$ cat src/rtl/uart_pkg.sv
// UART shared definitions: FSM encoding, frame position codes, data width.
// Used by the receiver (uart_rx_core) and the matching 8N1 transmitter.
package uart_pkg;

    localparam int unsigned DATA_BITS = 8;
    localparam int unsigned BCNT_W    = 4;

    // Frame position code while no frame is in progress
    localparam logic [BCNT_W-1:0] BCNT_IDLE = 4'hf;

    typedef enum logic [2:0] {
        ST_ARM   = 3'd0,
        ST_IDLE  = 3'd1,
        ST_START = 3'd2,
        ST_DATA  = 3'd3,
        ST_STOP  = 3'd4
    } uart_state_e;

    // Even-parity bit for a data byte
    function automatic logic even_parity(input logic [DATA_BITS-1:0] d);
        return ^d;
    endfunction

endpackage

$ cat src/rtl/uart_baud_tick.sv
// Oversample tick generator: counts 0..DIV-1, tick_c high while at DIV-1.
// clr restarts the count so the tick phase aligns to a detected start edge.
module uart_baud_tick #(
    parameter int unsigned DIV = 54
) (
    input  logic clk,
    input  logic rst,
    input  logic clr,
    output logic tick_c
);

    localparam int unsigned CNT_W = (DIV > 1) ? $clog2(DIV) : 1;
    localparam logic [CNT_W-1:0] CNT_LAST = CNT_W'(DIV - 1);

    logic [CNT_W-1:0] cnt;

    // Divider counter, explicit reload at terminal count or on clear
    always_ff @(posedge clk or negedge rst) begin
        if (!rst) begin
            cnt <= '0;
        end else if (clr || (cnt == CNT_LAST)) begin
            cnt <= '0;
        end else begin
            cnt <= cnt + CNT_W'(1);
        end
    end

    assign tick_c = (cnt == CNT_LAST);

endmodule

$ cat src/rtl/uart_rx_core.sv
// UART receiver: oversampled start/8 data (LSB first)/stop framing with a
// valid/ack handshake and sticky overrun flag.
// Optional: define UART_RX_PARITY_EN for an even-parity bit and perr output.
module uart_rx_core
    import uart_pkg::*;
#(
    parameter int unsigned DIV = 54,
    parameter int unsigned OVS = 16
) (
    input  logic                 clk,
    input  logic                 rst,
    input  logic                 rxsd,
    input  logic                 rxack,
    output logic [DATA_BITS-1:0] rxpd,
    output logic                 rxvalid,
    output logic                 ferr,
`ifdef UART_RX_PARITY_EN
    output logic                 perr,
`endif
    output logic                 ovr,
    output logic [BCNT_W-1:0]    bcnt
);

    localparam int unsigned SC_W = $clog2(OVS);
    localparam logic [SC_W-1:0] SC_MID  = SC_W'(OVS / 2 - 1);
    localparam logic [SC_W-1:0] SC_LAST = SC_W'(OVS - 1);
    localparam logic [BCNT_W-1:0] DATA_LAST = BCNT_W'(DATA_BITS);
`ifdef UART_RX_PARITY_EN
    localparam logic [BCNT_W-1:0] LAST_POS = BCNT_W'(DATA_BITS + 1);
`else
    localparam logic [BCNT_W-1:0] LAST_POS = BCNT_W'(DATA_BITS);
`endif

    uart_state_e          state, state_nxt;
    logic [SC_W-1:0]      sc, sc_nxt;
    logic [BCNT_W-1:0]    bcnt_nxt;
    logic [DATA_BITS-1:0] sr, sr_nxt;
    logic [DATA_BITS-1:0] rxpd_nxt;
    logic                 rxvalid_nxt, ferr_nxt, ovr_nxt;
    logic                 rx_meta, rxs, rxs_q;
    logic                 tick_c, start_c, done_c, ack_c;
`ifdef UART_RX_PARITY_EN
    logic                 par, par_nxt, perr_nxt;
`endif

    uart_baud_tick #(.DIV(DIV)) u_baud (
        .clk    (clk),
        .rst    (rst),
        .clr    (start_c),
        .tick_c (tick_c)
    );

    // Two-flop synchronizer plus one delayed copy for falling-edge detection
    always_ff @(posedge clk or negedge rst) begin
        if (!rst) begin
            rx_meta <= 1'b1;
            rxs     <= 1'b1;
            rxs_q   <= 1'b1;
        end else begin
            rx_meta <= rxsd;
            rxs     <= rx_meta;
            rxs_q   <= rxs;
        end
    end

    // Frame FSM next-state: start check at half bit, then one sample per bit
    always_comb begin
        state_nxt = state;
        sc_nxt    = sc;
        bcnt_nxt  = bcnt;
        sr_nxt    = sr;
        start_c   = 1'b0;
        done_c    = 1'b0;
`ifdef UART_RX_PARITY_EN
        par_nxt   = par;
`endif
        case (state)
            ST_ARM: begin
                if (rxs) begin
                    state_nxt = ST_IDLE;
                end
            end
            ST_IDLE: begin
                if (rxs_q && !rxs) begin
                    state_nxt = ST_START;
                    sc_nxt    = '0;
                    bcnt_nxt  = '0;
                    start_c   = 1'b1;
                end
            end
            ST_START: begin
                if (tick_c) begin
                    if (sc == SC_MID) begin
                        sc_nxt = '0;
                        if (rxs) begin
                            state_nxt = ST_IDLE;
                            bcnt_nxt  = BCNT_IDLE;
                        end else begin
                            state_nxt = ST_DATA;
                            bcnt_nxt  = BCNT_W'(1);
                        end
                    end else begin
                        sc_nxt = sc + SC_W'(1);
                    end
                end
            end
            ST_DATA: begin
                if (tick_c) begin
                    if (sc == SC_LAST) begin
                        sc_nxt   = '0;
                        bcnt_nxt = bcnt + BCNT_W'(1);
                        if (bcnt <= DATA_LAST) begin
                            sr_nxt = {rxs, sr[DATA_BITS-1:1]};
                        end
`ifdef UART_RX_PARITY_EN
                        else begin
                            par_nxt = rxs;
                        end
`endif
                        if (bcnt == LAST_POS) begin
                            state_nxt = ST_STOP;
                        end
                    end else begin
                        sc_nxt = sc + SC_W'(1);
                    end
                end
            end
            ST_STOP: begin
                if (tick_c) begin
                    if (sc == SC_LAST) begin
                        sc_nxt    = '0;
                        bcnt_nxt  = BCNT_IDLE;
                        state_nxt = ST_ARM;
                        done_c    = 1'b1;
                    end else begin
                        sc_nxt = sc + SC_W'(1);
                    end
                end
            end
            default: begin
                state_nxt = ST_ARM;
                bcnt_nxt  = BCNT_IDLE;
                sc_nxt    = '0;
            end
        endcase
    end

    // Output handshake: load on completion (overrun if still unacked), clear on ack
    always_comb begin
        ack_c       = rxack && rxvalid;
        rxpd_nxt    = rxpd;
        rxvalid_nxt = rxvalid;
        ferr_nxt    = ferr;
        ovr_nxt     = ovr;
`ifdef UART_RX_PARITY_EN
        perr_nxt    = perr;
`endif
        if (done_c) begin
            rxpd_nxt    = sr;
            rxvalid_nxt = 1'b1;
            ferr_nxt    = !rxs;
            ovr_nxt     = (rxvalid && !rxack) || (ovr && !ack_c);
`ifdef UART_RX_PARITY_EN
            perr_nxt    = even_parity(sr) ^ par;
`endif
        end else if (ack_c) begin
            rxvalid_nxt = 1'b0;
            ferr_nxt    = 1'b0;
            ovr_nxt     = 1'b0;
`ifdef UART_RX_PARITY_EN
            perr_nxt    = 1'b0;
`endif
        end
    end

    // State and datapath registers
    always_ff @(posedge clk or negedge rst) begin
        if (!rst) begin
            state   <= ST_ARM;
            sc      <= '0;
            bcnt    <= BCNT_IDLE;
            sr      <= '0;
            rxpd    <= '0;
            rxvalid <= 1'b0;
            ferr    <= 1'b0;
            ovr     <= 1'b0;
`ifdef UART_RX_PARITY_EN
            par     <= 1'b0;
            perr    <= 1'b0;
`endif
        end else begin
            state   <= state_nxt;
            sc      <= sc_nxt;
            bcnt    <= bcnt_nxt;
            sr      <= sr_nxt;
            rxpd    <= rxpd_nxt;
            rxvalid <= rxvalid_nxt;
            ferr    <= ferr_nxt;
            ovr     <= ovr_nxt;
`ifdef UART_RX_PARITY_EN
            par     <= par_nxt;
            perr    <= perr_nxt;
`endif
        end
    end

endmodule

$ cat config.mk
export PLATFORM = sky130hd
export DESIGN_NAME = uart_rx_core
export DESIGN_NICKNAME = d
export VERILOG_FILES = /design/src/rtl/uart_pkg.sv /design/src/rtl/uart_baud_tick.sv /design/src/rtl/uart_rx_core.sv
export SDC_FILE = /design/constraint.sdc
export NUM_CORES = 1
export LEC_CHECK = 0
export CELL_PAD_IN_SITES_DETAIL_PLACEMENT = 1
export CELL_PAD_IN_SITES_GLOBAL_PLACEMENT = 1
export CORE_MARGIN = 4
export CORE_UTILIZATION = 44
export DETAILED_ROUTE_END_ITERATION = 10
export PLACE_DENSITY = 0.82
export RECOVER_POWER = 100
export SLEW_MARGIN = 15
export SYNTH_ARGS = -nofsm -noshare
export SYNTH_HDL_FRONTEND = slang
export SYNTH_HIERARCHICAL = 1
export SYNTH_SLANG_ARGS = --single-unit
$ cat constraint.sdc
create_clock -name clk -period 2.85 [get_ports clk]
set_clock_uncertainty 0.05 [all_clocks]
set_input_delay 0.4275 -clock clk [delete_from_list [all_inputs] [get_ports clk]]
set_output_delay 0.4275 -clock clk [all_outputs]
set_load 0.05 [all_outputs]
# Word-level counts from Yosys, hierarchy flattened
# Cells that the tools add are included.
[word_totals]
reg_bits = 39
input_bits = 4
out_inout_bits = 15
wordCells = 86
[op_classes]
reduce_logical = 16
bitwise = 1
muxes = 35
eq_ne = 18
order_cmp = 1
add_sub_neg = 3
[op_table]
columns = ["cell", "count"]
rows = [
  ["2-to-1 mux 4 bit", 12],
  ["2-to-1 mux 3 bit", 9],
  ["one-hot mux 4 bit (5 select lines)", 1],
  ["inequality test 2 bit (second input constant)", 9],
  ["one-hot mux 4 bit (4 select lines)", 1],
  ["one-hot mux 3 bit (5 select lines)", 1],
  ["2-to-1 mux 1 bit", 9],
  ["AND reduction 9 bit", 1],
  ["adder 4 x 1 -> 4 bit (second input constant)", 2],
  ["equality test 4 bit (second input constant)", 2],
  ["AND reduction 4 bit", 2],
  ["AND reduction 8 bit", 1],
  ["adder 6 x 1 -> 6 bit (second input constant)", 1],
  ["equality test 3 x 2 -> 1 bit (second input constant)", 2],
  ["equality test 6 bit (second input constant)", 1],
  ["2-to-1 mux 6 bit", 1],
  ["equality test 4 x 3 -> 1 bit (second input constant)", 1],
  ["less-or-equal comparator 4 bit (second input constant)", 1],
  ["logical AND 1 bit", 4],
  ["equality test 3 x 1 -> 1 bit (second input constant)", 1],
  ["equality test 3 bit (second input constant)", 1],
  ["logical NOT 1 bit", 3],
  ["logical NOT 3 bit", 1],
  ["logical OR 1 bit", 2],
  ["5 further kinds", 5],
]

# Longest topological paths before layout
# Gate-level depths: netlist (run 1).
[depth]
depth_word = 6
mapped_depth = 8
depth_no_buf = 8

# Cells and area by module
# Netlist (run 1), hierarchy kept.
[by_module_without_submodules]
columns = ["mod", "area_each_um2", "n_inst", "seq_area_each_um2", "cells_per_inst"]
rows = [
  ["uart_rx_core", 1587.8, 1, 834.6, 138],
  ["uart_baud_tick", 287.8, 1, 150.1, 26],
]

# Worst setup path before layout (run 1)
# Ideal clock, no wire load.
[synth_timing]
path_kind = "register -> register"
startpoint = "reg u_baud.cnt[1]"
endpoint = "reg sr[0]"
stages_incl_launch_ff = 7
arrival_ns = 1.867
slack_ns = 0.808
n_path_buf = 0
setup_time_ns = 0.125
synth_period_minus_slack_ns = 2.042
required_ns = 2.675
cell_sequence = "dfrtp_1 inv_1 ha_1 and4_1 nand4_1 a211oi_2 mux2_2"
[synth_via]
elab_chain_len = 2
[synth_rtl]
columns = ["item", "line_no", "source"]
rows = [
  ["start: declaration", "uart_baud_tick.sv:15", "logic [CNT_W-1:0] cnt;"],
  ["start signal: assignment", "uart_baud_tick.sv:24", "cnt <= cnt + CNT_W'(1);"],
  ["equality test 6 bit", "uart_baud_tick.sv:28", "assign tick_c = (cnt == CNT_LAST);"],
  ["via tick_c", "uart_rx_core.sv:41", "logic tick_c, start_c, done_c, ack_c;"],
  ["AND reduction 4 bit (no source line)", "n/a", ""],
  ["end signal: assignment", "uart_rx_core.sv:195", "sr <= sr_nxt;"],
  ["end: declaration", "uart_rx_core.sv:37", "logic [DATA_BITS-1:0] sr, sr_nxt;"],
]
# The timed path passes the listed nets, and every way through them passes these cells.
# A chain may end at the register's enable or synchronous reset.

# Worst setup path in the final report (run 1)
[layout_timing]
startpoint = "reg u_baud.cnt[1]"
endpoint = "reg rxpd[2]"
[layout_via]
elab_chain_len = 3
[layout_rtl]
columns = ["item", "line_no", "source"]
rows = [
  ["equality test 6 bit", "uart_baud_tick.sv:28", ""],
  ["via tick_c", "uart_rx_core.sv:41", ""],
  ["2-to-1 mux 1 bit", "uart_rx_core.sv:129", "if (tick_c) begin"],
  ["2-to-1 mux 1 bit", "uart_rx_core.sv:77", "case (state)"],
  ["end signal: assignment", "uart_rx_core.sv:196", "rxpd <= rxpd_nxt;"],
  ["end: declaration", "uart_rx_core.sv:14", "output logic [DATA_BITS-1:0] rxpd,"],
]
# The timed path passes the listed nets, and every way through them passes these cells.

==> run summary, run 1 <==
CTS sink cnt - 39
count of pins over their slew limit - 40
number of port buffers - 18
largest net degree at the start of global routing - 40
Post-Synthesis Net Count - 173
initial antenna violation count - 0
Ant. Diodes - 0
run status - complete, but fails checks
drt total wl - 4333 µm
Yosys warning total - 6
synth unique cells - 44
die width - 73.29 µm
RSZ-0062 raised after global routing - false
full die area - 0.005371 mm²
slowest cell on the critical path - nor2_1
Post-CTS Setup Bufs - 0
Hold-fix buffers, CTS - 0
Mapped Area - 0.001876 mm²
CP Cell Sequence - inv_1 -> ha_1 -> and4_1 -> nand4_1 -> nor2_1 -> mux2_2
share of cells above drive strength 1 - 19.25%
Fillers - 442
number of enable flip-flop cells after synthesis - 0
Post-DP HPWL - 3011 µm
Post-synth ARST share - 100.0%
Synth top area share - 42.70%
max_cap viols - 1
Pre-Repair DR Iteration Count - 4
cell class contributing the biggest share of worst-path delay - simple AND/OR/NAND/NOR gates
register-to-register setup slack - 0.33 ns
Leak - 1.005 nW
Clock Tree Root - clkbuf_8
max incr delay on CP - 0.74 ns
PwrDens - 779.4 mW/mm²
Mapped Cells - 164
Total GRT Usage - 17.09%
VDD IR max - 0.0004351 V
grt ovf - 0
sequential share of the synthesized area - 52.50%
nets - 195
final worst path period share - 88.47%
WP data required - 2.97 ns
CTS tree - yes
post-CTS resize count - 0
Max FO, Critical Path - 10
core area - 0.004058 mm²
Worst Setup Path Type - reg -> reg
first-pass GRT wire length - 7058 µm
CTS H-tree lvls - 2
# rows - 23
Hold WS - 0.3258 ns
Initial DRC Count - 79
setup TNS - 0 ns
ys flop type - dfrtp_1
GR Util met2 - 30.19%
failing checks - max-capacitance violations, max-slew violations
met1 usage - 22.01%
Setup Viol. Count Final - 0
headroom to the max-slew limit - -38.82%
latest clock arrival within the worst-skew pair - 0.29 ns
Mapped Avg Cell Area - 11.44 µm²
HP Class - reg -> reg
Peak Freq - 396.6 MHz
largest area contributor in the netlist - dfrtp_1
Worst Tran Pin Value - 2.082 ns
CP arrival - 2.64 ns
Synth-to-Final Area Change - 15.34%
Initial Utilization - 46.22%
Worst Setup Start Kind - flip-flop
crit path time final - 2.522 ns
clock-pin slew on the worst setup and hold paths - 0.08 ns
DR WL/cell - 18.28 µm
chip height - 73.29 µm
post-route antenna net violation count - 0
Buf+Inv Stages, Crit Path - 1
Final Wtd Congestion - 0.8372
IO Count - 19
Max clock buf depth - 2
Yosys reg bits - 39
busiest grt layer - met2
GR Layer Usage met3 - 2.873%
DRC - 0
vias per cell - 5.662
CTS Buf Count - 5
crit path capture type - flip-flop
number of failing hold endpoints at the final stage - 0
ranking of synthesized cells by area - dfrtp_1 (43%), mux2_2 (10%), dfstp_2 (9.8%)
vias in the first global route - 1372
Vias - 1342
-- cell type report --
class                      count  area, µm²  area share, %
tap                           50      62.56          2.892
clock buffer                   5      68.82          3.181
clock inverter                 3      20.02         0.9254
inverter                       8      30.03          1.388
sequential                    39      984.7          45.52
multi-input combinational    114      823.3          38.06
timing repair buffer          18      173.9          8.039
-- synth_stat cells (all sizes together) (2+ instances only) --
master	count
nand3b	2
nor3	4
nand2	7
dfstp	7
nor2	13
buf	3
dfrtp	32
o21ai	11
nor2b	4
nand3	5
xor2	2
nor3b	2
mux2	18
inv	8
a31oi	4
ha	5
a21o	3
nand2b	5
o22ai	2
and2	2
a21oi	7
a211oi	2
-- registers in the layout (all words and copies together) (netlist names) --
register,flops
state,3
rxpd,8
ovr,1
sc,4
rxs,1
u_baud/cnt,6
bcnt,4
sr,8
rxs_q,1
ferr,1
rx_meta,1
rxvalid,1
-- cell families after synthesis --
logic type                 after synthesis  share of synthesized area (%)
AOI/OAI and AO/OA                       35                          12.07
adders and majority gates                5                          3.336
and+or+nand+nor                         52                          16.14
buffers and inverters                   11                          3.002
xor gates and xnor gates                 3                          1.401
DFF                                     39                          52.50
muxes                                   19                          11.54
-- cells in the final DEF, fill, tap and decap left out, types with 2 or more instances in the layout --
master | Yosys | final
nor2_1 | 12 | 13
dfstp_2 | 7 | 6
dlygate4sd3_1 | 0 | 16
nor3_1 | 4 | 4
mux2_2 | 17 | 17
ha_1 | 5 | 5
o21ai_0 | 11 | 11
a31oi_1 | 4 | 4
nand2_1 | 7 | 7
dfrtp_1 | 32 | 32
inv_1 | 8 | 8
nand3b_1 | 2 | 2
xor2_1 | 2 | 2
nor3b_1 | 2 | 2
nand2b_1 | 5 | 5
and2_0 | 0 | 2
nand3_1 | 4 | 4
o22ai_1 | 2 | 2
clkbuf_8 | 0 | 5
a21o_1 | 3 | 3
nor2b_1 | 4 | 4
a21oi_1 | 6 | 6
clkinvlp_4 | 0 | 2
-- per-layer routing --
metal / up-vias / routed length, µm
met1: 680 / 1892
met4: 0 / 38
met2: 23 / 2303
met5: - / 0
li1: 631 / -
met3: 8 / 100
-- final timing paths --
| path | from | end | cells after the start |
|---|---|---|---|
| min in group asynchronous | rst | u_baud/cnt[3]$_DFF_PN0_ | 1 |
| setup reg to reg | u_baud/cnt[1]$_DFF_PN0_ | rxpd[2]$_DFFE_PN0P_ | 6 |
| setup / recovery | u_baud/cnt[1]$_DFF_PN0_ | rxpd[2]$_DFFE_PN0P_ | 6 |
| hold reg to reg | rx_meta$_DFF_PN1_ | rxs$_DFF_PN1_ | 0 |
| max in group asynchronous | rst | u_baud/cnt[5]$_DFF_PN0_ | 1 |
| hold / removal | rx_meta$_DFF_PN1_ | rxs$_DFF_PN1_ | 0 |
-- worst register-to-register path: cells and delay by family (launching register included) --
family	cells	cell delay (ns)
flops	1	0.42
simple gates	3	1.29
buf+inv	1	0.08
mux	1	0.43
fa+ha+maj	1	0.16
-- through the flow --
step	utilization (%)	worst slack [ns]	power [mW]	instances	cell area, µm²
floorplan	-	0.8079	1.163	164	1876
global placement	51.43	0.6330	1.294	229	2087
detailed placement	51.43	0.4103	1.339	229	2087
CTS	53.62	0.3732	1.715	237	2176
global route	53.31	0.1754	1.790	237	2163
finish	53.31	0.3285	1.686	237	2163
-- power by group --
group | internal (mW) | switching, mW | total (mW)
sequential | 0.675 | 0.131 | 0.805
clock | 0.170 | 0.204 | 0.375
combinational | 0.198 | 0.308 | 0.506
total | 1.04 | 0.643 | 1.69
Note: power is estimated with default switching activity, not from simulation.
==> run 2: changes to the inputs <==
- CAP_MARGIN: unset -> 25
- CORE_UTILIZATION: 44 -> 40
- PLACE_DENSITY: 0.82 -> 0.76
==> run 2 against run 1 <==
Effect of this change: the flow still finishes with violations (max-capacitance violations, max-slew violations); clock power up 2%; routed wire length down 6.0%; combinational power about the same; register-to-register slack about the same; critical path depth down 1; non-clock buffer count unchanged; cell area up 0.35%; flip-flop and latch count unchanged; die area up 8.9%; sequential share of layout area down 0.16 points; global-route usage down 1.8 points; maximum frequency up 0.50%; critical endpoint is now rxpd[1]$_DFFE_PN0P_; highest routed layer unchanged.
==> run summary, run 2 (same netlist as run 1, synthesis figures left out) <==
Placement Cell Area - 0.002090 mm² (+0.12%)
combinational share of power - 30.0% (about the same)
Hold-fix buffers, CTS - 0 (unchanged)
drt total wl - 4072 µm (-6.0%)
Leak - 1.009 nW (+0.49%)
CTS H-tree lvls - 2 (unchanged)
VDD IR max - 0.0003256 V (-25%)
crit path time final - 2.509 ns (-0.01260 ns)
# placed instances - 231 (+0.87%)
post-CTS resize count - 0 (unchanged)
Peak Freq - 398.6 MHz (+0.50%)
max_cap viols - 1 (unchanged)
WP data required - 2.98 ns (about the same)
Synth-to-Final Area Change - 15.74%
initial antenna violation count - 0 (unchanged)
vias in the first global route - 1425 (+3.9%)
number of port buffers - 18 (unchanged)
total power - 1.693 mW (+0.41%)
RSZ-0062 raised after global routing - false
vias per cell - 5.527 (-2.4%)
Pre-Repair DR Iteration Count - 4 (unchanged)
PwrDens - 779.8 mW/mm² (about the same)
Fillers - 481 (+8.8%)
Max clock buf depth - 2 (unchanged)
full die area - 0.005848 mm² (+8.9%)
Post-DP HPWL - 2961 µm (-1.6%)
Worst Hold Endpoint - rxs$_DFF_PN1_
DR WL/cell - 17.04 µm (-6.8%)
final worst path period share - 88.03% (-0.44 points)
Initial DRC Count - 86 (+8.9%)
final instance area - 0.002171 mm² (+0.35%)
PnR worst setup slack - 0.3411 ns (+0.01260 ns)
hold depth - 0 (unchanged)
CTS sink cnt - 39 (unchanged)
Finished Layout Cells - 239 (+0.84%)
internal power - 1.044 mW (+0.17%)
sequential power share - 47.5% (-0.3 points)
Register Area - 984.7 µm² (unchanged)
Final Wtd Congestion - 0.8195 (-2.1%)
DRC - 0 (unchanged)
clock-pin slew on the worst setup and hold paths - 0.08 ns (about the same)
Total GRT Usage - 15.33% (-1.8 points)
slowest cell on the critical path - nor2_1
Clock Tree Root - clkbuf_8
multi-input logic area - 823.3 µm² (unchanged)
Ant. Diodes - 0 (unchanged)
CP arrival - 2.64 ns (about the same)
NetSw - 648.4 µW (+0.79%)
Sw Ratio - 38.30% (+0.15 points)
max incr delay on CP - 0.78 ns (+0.04 ns)
share of cells above drive strength 1 - 18.18% (-1.1 points)
most common cell after layout, fill and taps aside - dfrtp_1
Max FO, Critical Path - 10 (unchanged)
worst slack, placed - 0.4749 ns (+0.06455 ns)
CTS tree - yes
count of pins over their slew limit - 40 (unchanged)
Worst R2R End - rxpd[1]$_DFFE_PN0P_
biggest regs - rxpd x8, sr x8, u_baud/cnt x6
number of failing hold endpoints at the final stage - 0 (unchanged)
run status - complete, but fails checks
Worst Setup Path Type - reg -> reg
fin util - 48.85% (-4.5 points)
headroom to the max-slew limit - -35.83% (+3.0 points)
nets - 195 (unchanged)
Buf+Inv Stages, Crit Path - 0 (-1)
HP Class - reg -> reg
Hold WS - 0.3197 ns (-0.006117 ns)
R2R Path Start - u_baud/cnt[2]$_DFF_PN0_
Post-CTS Setup Bufs - 0 (unchanged)
Vias - 1321 (-1.6%)
failing checks - max-capacitance violations, max-slew violations
# rows - 24 (+4.3%)
CP startpoint - u_baud/cnt[2]$_DFF_PN0_
cell class contributing the biggest share of worst-path delay - simple AND/OR/NAND/NOR gates
die width - 76.48 µm (+4.3%)
CTS Buf Count - 5 (unchanged)
Worst Tran Pin Value - 2.037 ns (-0.04492 ns)
crit path capture type - flip-flop
core area - 0.004444 mm² (+9.5%)
first-pass GRT wire length - 7203 µm (+2.1%)
Hold Startpoint - rx_meta$_DFF_PN1_
chip height - 76.48 µm (+4.3%)
Clk network pwr share - 22.5% (+0.3 points)
post-route antenna net violation count - 0 (unchanged)
IO Count - 19 (unchanged)
CP Cell Sequence - nor2b_1 -> and4_1 -> nand4_1 -> nor2_1 -> mux2_2
Initial Utilization - 42.20% (-4.0 points)
register-to-register setup slack - 0.34 ns (about the same)
Worst R2R Path Depth - 5 (-1)
most frequent cells in the layout - dfrtp_1 (32), mux2_2 (16), dlygate4sd3_1 (16), nor2_1 (13), o21ai_0 (11)
largest net degree at the start of global routing - 40 (unchanged)
grt ovf - 0 (unchanged)
setup TNS - 0 ns (unchanged)
Worst Setup Start Kind - flip-flop
Setup Viol. Count Final - 0 (unchanged)
latest clock arrival within the worst-skew pair - 0.29 ns (about the same)
run 2: worst max path at each step:
stage	to	cells after the start
4_1_cts	sr[6]$_DFFE_PN0P_	5
2_1_floorplan	sr[0]$_DFFE_PN0P_	6
3_5_place_dp	sr[6]$_DFFE_PN0P_	5
3_3_place_gp	sr[5]$_DFFE_PN0P_	6
6_report	rxpd[1]$_DFFE_PN0P_	5
5_1_grt	rxpd[1]$_DFFE_PN0P_	5
run 2: final cells by class:
cell class / instances / share of cell area, %
clock inverter: 3 / 1.153
timing repair buffer: 18 / 8.012
tap: 52 / 2.997
sequential: 39 / 45.36
multi-input combinational: 114 / 37.93
inverter: 8 / 1.383
clock buffer: 5 / 3.170
run 2: power by group through the flow:
stage	clock network (mW)	registers, mW	logic [mW]
3_3_place_gp	0	0.802	0.495
2_1_floorplan	0	0.879	0.285
4_1_cts	0.393	0.810	0.527
3_5_place_dp	0	0.819	0.523
6_report	0.381	0.805	0.507
5_1_grt	0.422	0.825	0.560
run 2: per-layer routing:
| metal | share of wire (%) | up-vias | global-route usage, % |
|---|---|---|---|
| met5 | 0 | - | 0 |
| li1 | - | 628 | - |
| met3 | 2.8 | 5 | 3.783 |
| met1 | 44 | 672 | 19.14 |
| met2 | 52 | 16 | 26.54 |
| met4 | 1.0 | 0 | 3.804 |
